File: src/rtl/byte_assembler_pkg.sv
// Shared types and constants for the serial-to-parallel byte assembler.
package byte_assembler_pkg;

    typedef enum logic {
        COLLECT = 1'b0,
        HOLD    = 1'b1
    } asm_state_t;

    localparam int BYTE_W = 8;
    // Bit counter only needs to count 0..BYTE_W-1; the last bit wraps it to 0.
    localparam int BITCNT_W = $clog2(BYTE_W);

endpackage

File: src/rtl/byte_assembler_rise_detect.sv
// Registered rising-edge detector. The previous-level register resets to
// RESET_VAL so that a level already high at reset release can be masked.
module rise_detect #(
    parameter logic RESET_VAL = 1'b1
) (
    input  logic clk_i,
    input  logic rst_i,
    input  logic sig_i,
    output logic rise_o
);

    logic prev_q;

    // Remember the level seen on the previous clock.
    always_ff @(posedge clk_i or posedge rst_i) begin
        if (rst_i) begin
            prev_q <= RESET_VAL;
        end else begin
            prev_q <= sig_i;
        end
    end

    assign rise_o = sig_i & ~prev_q;

endmodule

File: src/rtl/byte_assembler.sv
// Assembles MSB-first serial bits (one per write strobe rising edge) into
// bytes and presents each byte on a valid/ack handshake.
//
// Handshake: data_ready_out is the valid. Once high it stays high, with
// data_out stable, until ack_in is sampled high on a clock edge; the byte is
// consumed on that edge and data_ready_out is low from the next cycle on.
// ack_in is ignored while data_ready_out is low.
module byte_assembler
    import byte_assembler_pkg::*;
#(
    parameter int TIMEOUT_CYCLES = 1000
) (
    input  logic              clock,
    input  logic              reset,
    input  logic              data_in,
    input  logic              write_in,
    input  logic              ack_in,
    output logic [BYTE_W-1:0] data_out,
    output logic              data_ready_out,
    output logic              busy_out,
    output logic              overrun_out,
    output logic              frame_error_out,
    output logic              state_dbg_out
);

    localparam int IDLE_W = $clog2(TIMEOUT_CYCLES);
    // Idle count at which a partial byte is abandoned; reaching it on a
    // no-edge cycle means TIMEOUT_CYCLES idle cycles have elapsed.
    localparam logic [IDLE_W-1:0] IDLE_LAST = IDLE_W'(TIMEOUT_CYCLES - 1);
    localparam logic [BITCNT_W-1:0] LAST_BIT = BITCNT_W'(BYTE_W - 1);

    asm_state_t            state_q, state_d;
    logic [BITCNT_W-1:0]   bit_cnt_q, bit_cnt_d;
    logic [BYTE_W-1:0]     shift_q, shift_d;
    logic [BYTE_W-1:0]     data_q, data_d;
    logic [IDLE_W-1:0]     idle_q, idle_d;
    logic                  ovr_q, ovr_d;
    logic                  fe_q, fe_d;
    logic                  wr_edge;

    // Strobe reset value of 1 masks a strobe held high across reset release.
    rise_detect #(
        .RESET_VAL(1'b1)
    ) u_rise_detect (
        .clk_i  (clock),
        .rst_i  (reset),
        .sig_i  (write_in),
        .rise_o (wr_edge)
    );

    // State and datapath registers.
    always_ff @(posedge clock or posedge reset) begin
        if (reset) begin
            state_q   <= COLLECT;
            bit_cnt_q <= '0;
            shift_q   <= '0;
            data_q    <= '0;
            idle_q    <= '0;
            ovr_q     <= 1'b0;
            fe_q      <= 1'b0;
        end else begin
            state_q   <= state_d;
            bit_cnt_q <= bit_cnt_d;
            shift_q   <= shift_d;
            data_q    <= data_d;
            idle_q    <= idle_d;
            ovr_q     <= ovr_d;
            fe_q      <= fe_d;
        end
    end

    // Next-state: shift in bits, time out stale partial bytes, hold for ack.
    always_comb begin
        state_d   = state_q;
        bit_cnt_d = bit_cnt_q;
        shift_d   = shift_q;
        data_d    = data_q;
        idle_d    = idle_q;
        ovr_d     = 1'b0;
        fe_d      = 1'b0;

        case (state_q)
            COLLECT: begin
                if (wr_edge) begin
                    shift_d = {shift_q[BYTE_W-2:0], data_in};
                    idle_d  = '0;
                    if (bit_cnt_q == LAST_BIT) begin
                        data_d    = {shift_q[BYTE_W-2:0], data_in};
                        bit_cnt_d = '0;
                        state_d   = HOLD;
                    end else begin
                        bit_cnt_d = bit_cnt_q + BITCNT_W'(1);
                    end
                end else if (bit_cnt_q != '0) begin
                    if (idle_q == IDLE_LAST) begin
                        // Abandon the partial byte; data_out keeps the last byte.
                        bit_cnt_d = '0;
                        shift_d   = '0;
                        idle_d    = '0;
                        fe_d      = 1'b1;
                    end else begin
                        idle_d = idle_q + IDLE_W'(1);
                    end
                end
            end
            HOLD: begin
                // A bit arriving while the byte is unconsumed is dropped,
                // even on the ack cycle itself.
                if (wr_edge) begin
                    ovr_d = 1'b1;
                end
                if (ack_in) begin
                    state_d = COLLECT;
                end
            end
            default: begin
                state_d = COLLECT;
            end
        endcase
    end

    assign data_out        = data_q;
    assign data_ready_out  = (state_q == HOLD);
    assign busy_out        = (state_q == HOLD) | (bit_cnt_q != '0);
    assign overrun_out     = ovr_q;
    assign frame_error_out = fe_q;
    assign state_dbg_out   = state_q;

endmodule
File: config.mk
export PLATFORM = sky130hd
export DESIGN_NAME = byte_assembler
export DESIGN_NICKNAME = d
export VERILOG_FILES = /design/src/rtl/byte_assembler_pkg.sv /design/src/rtl/byte_assembler_rise_detect.sv /design/src/rtl/byte_assembler.sv
export SDC_FILE = /design/constraint.sdc
export NUM_CORES = 1
export LEC_CHECK = 0
export BUFFER_PORTS_ARGS = -buffer_cell sky130_fd_sc_hd__buf_4
export CAP_MARGIN = 20
export CORE_ASPECT_RATIO = 0.75
export CORE_MARGIN = 2
export CORE_UTILIZATION = 33
export CTS_CLUSTER_DIAMETER = 200
export CTS_CLUSTER_SIZE = 24
export DETAILED_ROUTE_END_ITERATION = 8
export GPL_TIMING_DRIVEN = 0
export SKIP_LAST_GASP = 1
export SLEW_MARGIN = 40
export SYNTH_ARGS = -nofsm -noshare
export SYNTH_HDL_FRONTEND = slang
export SYNTH_SLANG_ARGS = --single-unit
File: constraint.sdc
create_clock -name clock -period 2.1 [get_ports clock]
set_input_delay 0.315 -clock clock [delete_from_list [all_inputs] [get_ports clock]]
set_output_delay 0.315 -clock clock [all_outputs]
set_load 0.01 [all_outputs]
==> out/qor.yml, run 1 <==
die:
  die_area_um2: 5130
  die_x_um: 82.1
  io_pins: 18
  initial_core_util_pct: 34.0
  row_count: 21
  core_area_um2: 4440
  die_h_um: 62.6
synthesis:
  synthTopCellsByCount: "31 x dfrtp_1, 8 x a22o_1, 8 x mux2_2, 7 x nand2_1, 7 x o21ai_0"
  synth_fp_nets: 136
  syn_inst: 127
  synth_cell_types: 40
  synthArstFlopShare_pct: 100
  ys_seq_area_share_pct: 53.2
  synth_seq_cells: 32
  syn_area_um2: 1510
  synth_most_common_cell: "dfrtp_1"
  syn_avg_cell_area_um2: 11.9
  netlist_top_cells_area: "dfrtp_1 51%, mux2_2 6.0%, a22o_1 4.6%, ha_1 3.3%, o21ai_0 2.3%"
  synthFlopType: "dfrtp_1"
  yosysWarnings: 0
  synth_top_area_cell: "dfrtp_1"
  synth_edf_count: 0
  synth.top_cell.area_share_pct: 51.4
finish:
  final_core_util_pct: 41.0
  regArea_um2: 802
  syn_to_final_growth_pct: 20.6
  n_fill_cell: 443
  multi_input_comb_area_um2: 641
  n_antenna_cell: 0
  fin_nets: 160
  drive_above_1_share_pct: 32.9
setup_path:
  startpoint_type: "register"
  worstReg2RegStart: "bit_cnt_q[0]"
  crit_required_ns: 2.26
  r2r_cells: 6
  cp_max_fo: 7
  reg2reg_slack_ns: 0.28
  crit_arrival_ns: 1.98
  worst-setup-path-type: "register to register"
  reg2reg_to: "bit_cnt_q[0]"
  worstSetupEndpointType: "register"
clock_tree:
  clock_tree.buffer_depth: 2
  cts_tree: "yes"
  cts-resized-gates: 0
  clk_pin_slew_ns: 0.07
  cts_buffers: 5
  worstSkewPairLatency_ns: 0.28
  clock-sinks: 32
  holdBufCountCts: 0
  cts_setup_buffers: 0
  cts-htree-levels: 2
  clockRootBuffer: "clkbuf_8"
route:
  drtIter0Drc: 45
  drt-pass1-iter-count: 4
  ant_nets: 0
  vias_per_cell: 5.07
  routedWlPerCell_um: 14.1
  vias: 1059
  wl_mm: 2.94
  drc: 0
grt:
  grt_pass1_vias: 1143
  antenna_found_initial: 0
  grt_pass1_wl_mm: 5.29
  grt_util_all_layers_pct: 13.6
  grt_max_degree: 33
  grt-ovfl-total: 0
placed_design:
  io_buffers: 17
  dp_slack_ns: 0.285
  place_congestion: 0.806
  hpwlAfterDp_mm: 2.08
timing:
  hold_viol_final: 0
  setup_viol: 0
  maxSlewHeadroom_pct: 55.2
  tightest_slew_ns: 0.671
  fin_skew_ns: 0.00264
  fin_crit_sh_pct: 86.7
  report.final.slew_viol_count: 0
  tns_ns: 0
  period_needed_ns: 1.82
  grt_setup_unrepaired: "false"
  fmax_mhz: 549
  setup_ws_ns: 0.280
power_and_ir_drop:
  power.leakage_uw: 0.000874
  ir_worst_vdd_mv: 0.432
  p_per_area_nw_per_um2: 989
status:
  outcome: "completed"
min_path:
  min_path_type: "input pin to asynchronous set/reset pin"
job:
  drv_cap: 0
worst max-delay path by stage:
stage	endpoint	depth (start not counted)	startpoint
after global placement	bit_cnt_q[0]	6	bit_cnt_q[0]
after floorplan	idle_q[8]	6	bit_cnt_q[0]
after CTS	bit_cnt_q[0]	6	bit_cnt_q[0]
after global routing	bit_cnt_q[0]	6	bit_cnt_q[0]
after detailed placement	bit_cnt_q[0]	6	bit_cnt_q[0]
final	bit_cnt_q[0]	6	bit_cnt_q[0]
worst max-delay path: stages (launching register included):
cell	delay, ns
dfrtp_1	0.39
inv_1	0.06
ha_1	0.18
nor2b_4	0.14
a21o_1	0.26
o22ai_2	0.30
mux2_1	0.36
metrics by stage:
| step | cells | cell area [µm²] | power (µW) | hold slack (ns) |
|---|---|---|---|---|
| after global placement | 201 | 1710 | 1200 | 0.457 |
| after detailed placement | 201 | 1710 | 1220 | 0.463 |
| final | 209 | 1820 | 1800 | 0.134 |
| after floorplan | 127 | 1510 | 1080 | 0.319 |
| after CTS | 209 | 1820 | 1820 | 0.158 |
| after global routing | 209 | 1820 | 1920 | 0.158 |
per-layer routing:
layer | vias up | track usage, % | wire [µm]
li1 | 510 | - | -
met1 | 516 | 17.9 | 1400
met2 | 26 | 20.4 | 1340
met3 | 7 | 4.62 | 162
met4 | 0 | 5.21 | 39
met5 | - | 0 | 0
sequential cells by signal, summed over array words and instances, names as in the netlist:
signal                flops
data_ready_out            1
shift_q                   7
u_rise_detect.prev_q      1
frame_error_out           1
data_out                  8
overrun_out               1
idle_q                   10
bit_cnt_q                 3
final cells by class:
type | instances | area share, %
sequential | 32 | 44.1
tap | 57 | 3.92
buffer | 6 | 2.41
clock inverter | 3 | 2.34
multi-input combinational | 83 | 35.2
timing repair buffer | 17 | 7.02
inverter | 6 | 1.24
clock buffer | 5 | 3.78
layout by cell type (no fill, tap or decap), types with 4 or more instances in the layout:
cell type and instances:
dfrtp_1 31, buf_4 18, mux2_2 8, a22o_1 8, nand2_1 7, o21ai_0 7, a21oi_1 6, inv_1 5
or3_1 5, nand3_1 5, clkbuf_8 5, ha_1 4
logic make-up (layout without fill, tap and decap cells):
kind of cell | after synthesis | after routing | share of synthesized area, %
multiplexers | 9 | 9 | 6.72
adder cells (fa/ha/maj) | 4 | 4 | 3.32
XOR/XNOR | 1 | 1 | 0.581
AO/OA/AOI/OAI | 31 | 31 | 15.5
flip-flops | 32 | 32 | 53.2
AND/OR/NAND/NOR | 38 | 38 | 16.3
buffers and inverters | 12 | 37 | 4.39
report_power, final:
part / switching (µW) / leakage, µW / internal (µW)
Sequential: 91.7 / 0.000430 / 712
Clock: 238 / 0.0000541 / 351
Combinational: 211 / 0.000389 / 196
(Power assumes the default switching activity.)
==> inputs of run 2 (changes only) <==
- CORE_ASPECT_RATIO: 0.75 -> not set
- CORE_UTILIZATION: 33 -> 50
- PLACE_DENSITY: not set -> 0.7
==> out/qor.yml, run 2 (synthesized netlist as in run 1, its figures left out) <==
route:
  routedWlPerCell_um: 14.3  # +1.7%
  vias_per_cell: 5.74  # +13%
  drt-pass1-iter-count: 4  # unchanged
  drc: 0  # unchanged
  drtIter0Drc: 33  # -27%
  vias: 1045  # -1.3%
  ant_nets: 0  # unchanged
  wl_mm: 2.60  # -11%
placed_design:
  dp_cells: 175  # -13%
  place_congestion: 0.850  # +5.4%
  hpwlAfterDp_mm: 1.79  # -14%
  io_buffers: 17  # unchanged
setup_path:
  reg2reg_slack_ns: 0.29  # about the same
  cp_cell_sequence: "inv_1 -> ha_1 -> nor2b_4 -> a21o_1 -> o22ai_2 -> mux2_1"
  worstSetupEndpointType: "register"
  critPathTopFamily: "compound AO/OA/AOI/OAI gates"
  crit_required_ns: 2.30  # +0.04 ns
  cp_max_fo: 7  # unchanged
  startpoint_type: "register"
  worst-setup-path-type: "register to register"
  worst-path-buf-inv: 1  # unchanged
  slowest_delay_ns: 0.40  # about the same
  crit_arrival_ns: 2.02  # +0.04 ns
  crit_slowest_cell: "dfrtp_1"
finish:
  finalNonFillerCells: 182  # -13%
  layout_common_cells: "31 x dfrtp_1, 18 x buf_4, 8 x mux2_2, 8 x a22o_1"
  largest_reg_flops: 10  # unchanged
  n_antenna_cell: 0  # unchanged
  drive_above_1_share_pct: 31.8  # -1.1 points
  regMostFlops: "idle_q"
  final_common_cell: "dfrtp_1"
  syn_to_final_growth_pct: 14.1
  fin_nets: 160  # unchanged
grt:
  antenna_found_initial: 0  # unchanged
  grt_util_all_layers_pct: 18.3  # +4.7 points
  grt_max_degree: 33  # unchanged
  grt-ovfl-total: 0  # unchanged
  grt_pass1_wl_mm: 4.65  # -12%
  grt_pass1_vias: 1062  # -7.1%
timing:
  fmax_mhz: 552  # +0.45%
  fin_skew_ns: 0.0145  # +0.0119 ns
  hold_viol_final: 0  # unchanged
  period_needed_ns: 1.81  # -0.00822 ns
  tightest_slew_ns: 0.661  # -0.0102 ns
  fin_crit_sh_pct: 86.3  # -0.39 points
  report.final.slew_viol_count: 0  # unchanged
  grt_setup_unrepaired: "false"
  tns_ns: 0  # unchanged
  setup_viol: 0  # unchanged
  maxSlewHeadroom_pct: 55.9  # +0.68 points
die:
  die_h_um: 58.9  # -5.8%
  row_count: 19  # -9.5%
  die_x_um: 58.9  # -28%
  initial_core_util_pct: 53.8  # +20 points
  die_area_um2: 3470  # -32%
  io_pins: 18  # unchanged
  core_area_um2: 2810  # -37%
clock_tree:
  cts_setup_buffers: 0  # unchanged
  holdBufCountCts: 0  # unchanged
  clockRootBuffer: "clkbuf_4"
  cts-htree-levels: 2  # unchanged
  cts-resized-gates: 0  # unchanged
  clock-sinks: 32  # unchanged
  cts_buffers: 5  # unchanged
  worstSkewPairLatency_ns: 0.32  # +0.04 ns
  clock_tree.buffer_depth: 2  # unchanged
  clk_pin_slew_ns: 0.10  # +0.03 ns
  cts_tree: "yes"
min_path:
  min_path_type: "input pin to asynchronous set/reset pin"
power_and_ir_drop:
  power.leakage_uw: 0.000848  # -3.0%
  ir_worst_vdd_mv: 0.607  # +41%
  finalPower_uw: 1520  # -16%
  p_per_area_nw_per_um2: 881  # -11%
status:
  outcome: "completed"
job:
  drv_cap: 0  # unchanged
-- run 2: cell count changes in the layout (fill, tap and decap cells not counted), sizes merged --
cell / change
bufinv: -1
clkinvlp: -1
clkbuf: +1
-- run 2: final timing paths --
kind	depth (start not counted)	startpoint	to
setup / recovery	6	bit_cnt_q[0]	bit_cnt_q[0]
hold / removal	2	reset	shift_q[1]
setup reg to reg	6	bit_cnt_q[0]	bit_cnt_q[0]
hold reg to reg	1	shift_q[6]	shift_q[6]
max in group asynchronous	2	reset	data_ready_out
min in group clock	1	write_in	u_rise_detect.prev_q
-- run 2: final cells by class --
cell class / instances / area, µm²
flip-flops and latches: 32 / 802
well taps: 31 / 38.8
repair buffers: 17 / 128
multi-input cells: 83 / 641
inverters: 6 / 22.5
plain buffers: 6 / 43.8
clock inverters: 1 / 5.00
fillers: 238 / 1080
clock buffers: 6 / 41.3
-- run 2: where the power goes --
part	internal, µW	switching (µW)	total, µW
registers	711	92.9	803
logic	196	201	397
clock network	123	193	316
-- run 2: stage by stage --
stage | utilization, % | hold slack, ns | setup WS (ns) | instance area [µm²]
floorplan | - | 0.319 | 0.453 | 1510
global placement | 59.7 | 0.457 | 0.324 | 1680
detailed placement | 59.7 | 0.461 | 0.276 | 1680
CTS | 61.4 | 0.0982 | 0.259 | 1720
global route | 61.4 | 0.0885 | 0.172 | 1720
finish | 61.4 | 0.0853 | 0.288 | 1720
-- run 2: per-layer routing --
| metal | part of all wire, % | up-vias | GRT usage (%) |
|---|---|---|---|
| li1 | - | 513 | - |
| met1 | 47 | 514 | 21.7 |
| met2 | 48 | 13 | 29.8 |
| met3 | 3.7 | 5 | 7.91 |
| met4 | 1.2 | 0 | 5.84 |
| met5 | 0 | - | 0 |
==> inputs of run 3 (changes only) <==
- PLACE_DENSITY: 0.7 -> 0.73
- clock period: 2.1 -> 1.6 ns (I/O delays scaled with it)
==> out/qor.yml, run 3 (synthesized netlist as in run 1, its figures left out) <==
die:
  row_count: 19  # unchanged
  io_pins: 18  # unchanged
  initial_core_util_pct: 53.8  # unchanged
  die_area_um2: 3470  # unchanged
  core_area_um2: 2810  # unchanged
  die_h_um: 58.9  # unchanged
  die_x_um: 58.9  # unchanged
route:
  routedWlPerCell_um: 16.8  # +17%
  vias: 1149  # +10%
  ant_nets: 0  # unchanged
  wl_mm: 3.23  # +24%
  vias_per_cell: 5.98  # +4.2%
  drc: 1  # +1
  drt-pass1-iter-count: 6  # +2
  drtIter0Drc: 32  # -3.0%
finish:
  fin_nets: 169  # +5.6%
  regMostFlops: "idle_q"
  n_antenna_cell: 0  # unchanged
  final_common_cell: "dfrtp_1"
  syn_to_final_growth_pct: 25.5
  largest_reg_flops: 10  # unchanged
  finalNonFillerCells: 192  # +5.5%
  layout_common_cells: "31 x dfrtp_1, 28 x buf_4, 8 x mux2_2, 8 x a22o_1, 7 x nand2_1"
  drive_above_1_share_pct: 42.9  # +11 points
  fin_area_um2: 1890  # +10%
timing:
  grt_setup_unrepaired: "true"
  hold_viol_final: 0  # unchanged
  period_needed_ns: 1.67  # -0.142 ns
  maxSlewHeadroom_pct: 57.1  # +1.2 points
  fin_skew_ns: 0.0115  # -0.00305 ns
  fin_crit_sh_pct: 104  # +18 points
  report.final.slew_viol_count: 0  # unchanged
  tightest_slew_ns: 0.642  # -0.0187 ns
  fmax_mhz: 599  # +8.5%
  setup_ws_ns: -0.0697  # -0.358 ns
  setup_viol: 6  # +6
setup_path:
  startpoint_type: "register"
  crit_arrival_ns: 1.95  # -0.07 ns
  crit_required_ns: 1.88  # -0.42 ns
  worst-setup-path-type: "register to register"
  worstSetupEndpointType: "register"
  critPathLaunch: "bit_cnt_q[1]"
  crit_slowest_cell: "or4_4"
  cp_max_fo: 5  # -2
  worstReg2RegStart: "bit_cnt_q[1]"
  slowest_delay_ns: 0.48  # +0.08 ns
  cp_cell_sequence: "inv_2 -> ha_4 -> nor2b_4 -> or3_4 -> or4_4 -> o211ai_2"
status:
  violations: "design-rule violations, negative setup slack"
  outcome: "finished, violations left"
power_and_ir_drop:
  power.leakage_uw: 0.000909  # +7.2%
  ir_worst_vdd_mv: 0.634  # +4.3%
  p_per_area_nw_per_um2: 1270  # +44%
placed_design:
  hpwlAfterDp_mm: 1.96  # +9.6%
  io_buffers: 17  # unchanged
  dp_cells: 175  # unchanged
  dpl-instance-area_um2: 1680  # unchanged
  place_congestion: 0.813  # -4.4%
grt:
  grt-ovfl-total: 0  # unchanged
  grt_util_all_layers_pct: 20.1  # +1.8 points
  grt_pass1_wl_mm: 5.13  # +10%
  grt_max_degree: 33  # unchanged
  grt_pass1_vias: 1111  # +4.6%
  antenna_found_initial: 0  # unchanged
clock_tree:
  worstSkewPairLatency_ns: 0.35  # +0.03 ns
  clk_pin_slew_ns: 0.10  # about the same
  clock-sinks: 32  # unchanged
  cts_tree: "yes"
  cts_buffers: 5  # unchanged
  clock_tree.buffer_depth: 2  # unchanged
  clockRootBuffer: "clkbuf_4"
  cts-htree-levels: 2  # unchanged
job:
  drv_cap: 0  # unchanged
min_path:
  min_path_type: "input pin to register"
  hp-start: "write_in"
run 3: worst paths after layout:
check / to / depth (start not counted) / slack, ns
setup / recovery: idle_q[8] / 6 / -0.07
hold / removal: u_rise_detect.prev_q / 1 / 0.01
setup reg to reg: idle_q[8] / 6 / -0.07
hold reg to reg: shift_q[6] / 1 / 0.52
max in group asynchronous: shift_q[6] / 3 / 0.66
min in group asynchronous: shift_q[2] / 3 / 0.52
run 3: stage by stage:
step / TNS (ns) / power [µW] / hold WS, ns / util [%] / setup slack [ns]
floorplan: -0.0470 / 1420 / 0.244 / - / -0.0470
global route: -1.20 / 2520 / 0.0114 / 67.5 / -0.136
CTS: -0.350 / 2380 / 0.00480 / 65.8 / -0.0682
finish: -0.152 / 2410 / 0.0120 / 67.5 / -0.0697
global placement: -0.815 / 1570 / 0.382 / 59.7 / -0.134
detailed placement: -1.67 / 1600 / 0.384 / 59.7 / -0.193
run 3: area by class of cell:
class / count / area, µm²
fillers: 223 / 911
repair buffers: 28 / 213
inverters: 6 / 22.5
well taps: 31 / 38.8
plain buffers: 4 / 33.8
clock buffers: 6 / 41.3
multi-input cells: 83 / 708
clock inverters: 2 / 35.0
flip-flops and latches: 32 / 802
run 3: critical path, delay by kind of cell, from the launching register on:
family	cells	cell delay, ns
buffers and inverters	1	0.06
DFF	1	0.38
adders and majority gates	1	0.15
AOI/OAI and AO/OA	1	0.07
and+or+nand+nor	3	0.95
run 3: repair_timing:
action	CTS	global route
resized for setup	10	10
pin swaps	5	4
buffers inserted	7	3
hold endpoints to repair	17	0
hold buffers	1	0
endpoints found under the setup margin	19	25
run 3: routing by layer:
layer / routed length (µm) / up-vias / global-route usage (%) / part of all wire [%]
li1: - / 535 / - / -
met1: 1410 / 568 / 25.8 / 44
met2: 1570 / 39 / 30.8 / 49
met3: 188 / 7 / 7.03 / 5.8
met4: 57 / 0 / 8.77 / 1.8
met5: 0 / - / 0 / 0
run 3: report_power, final:
part	internal, µW	switching, µW	leakage, µW	total [µW]
combinational	393	354	0.000436	747
sequential	933	107	0.000430	1040
clock	327	298	0.0000422	625
total	1650	758	0.000909	2410
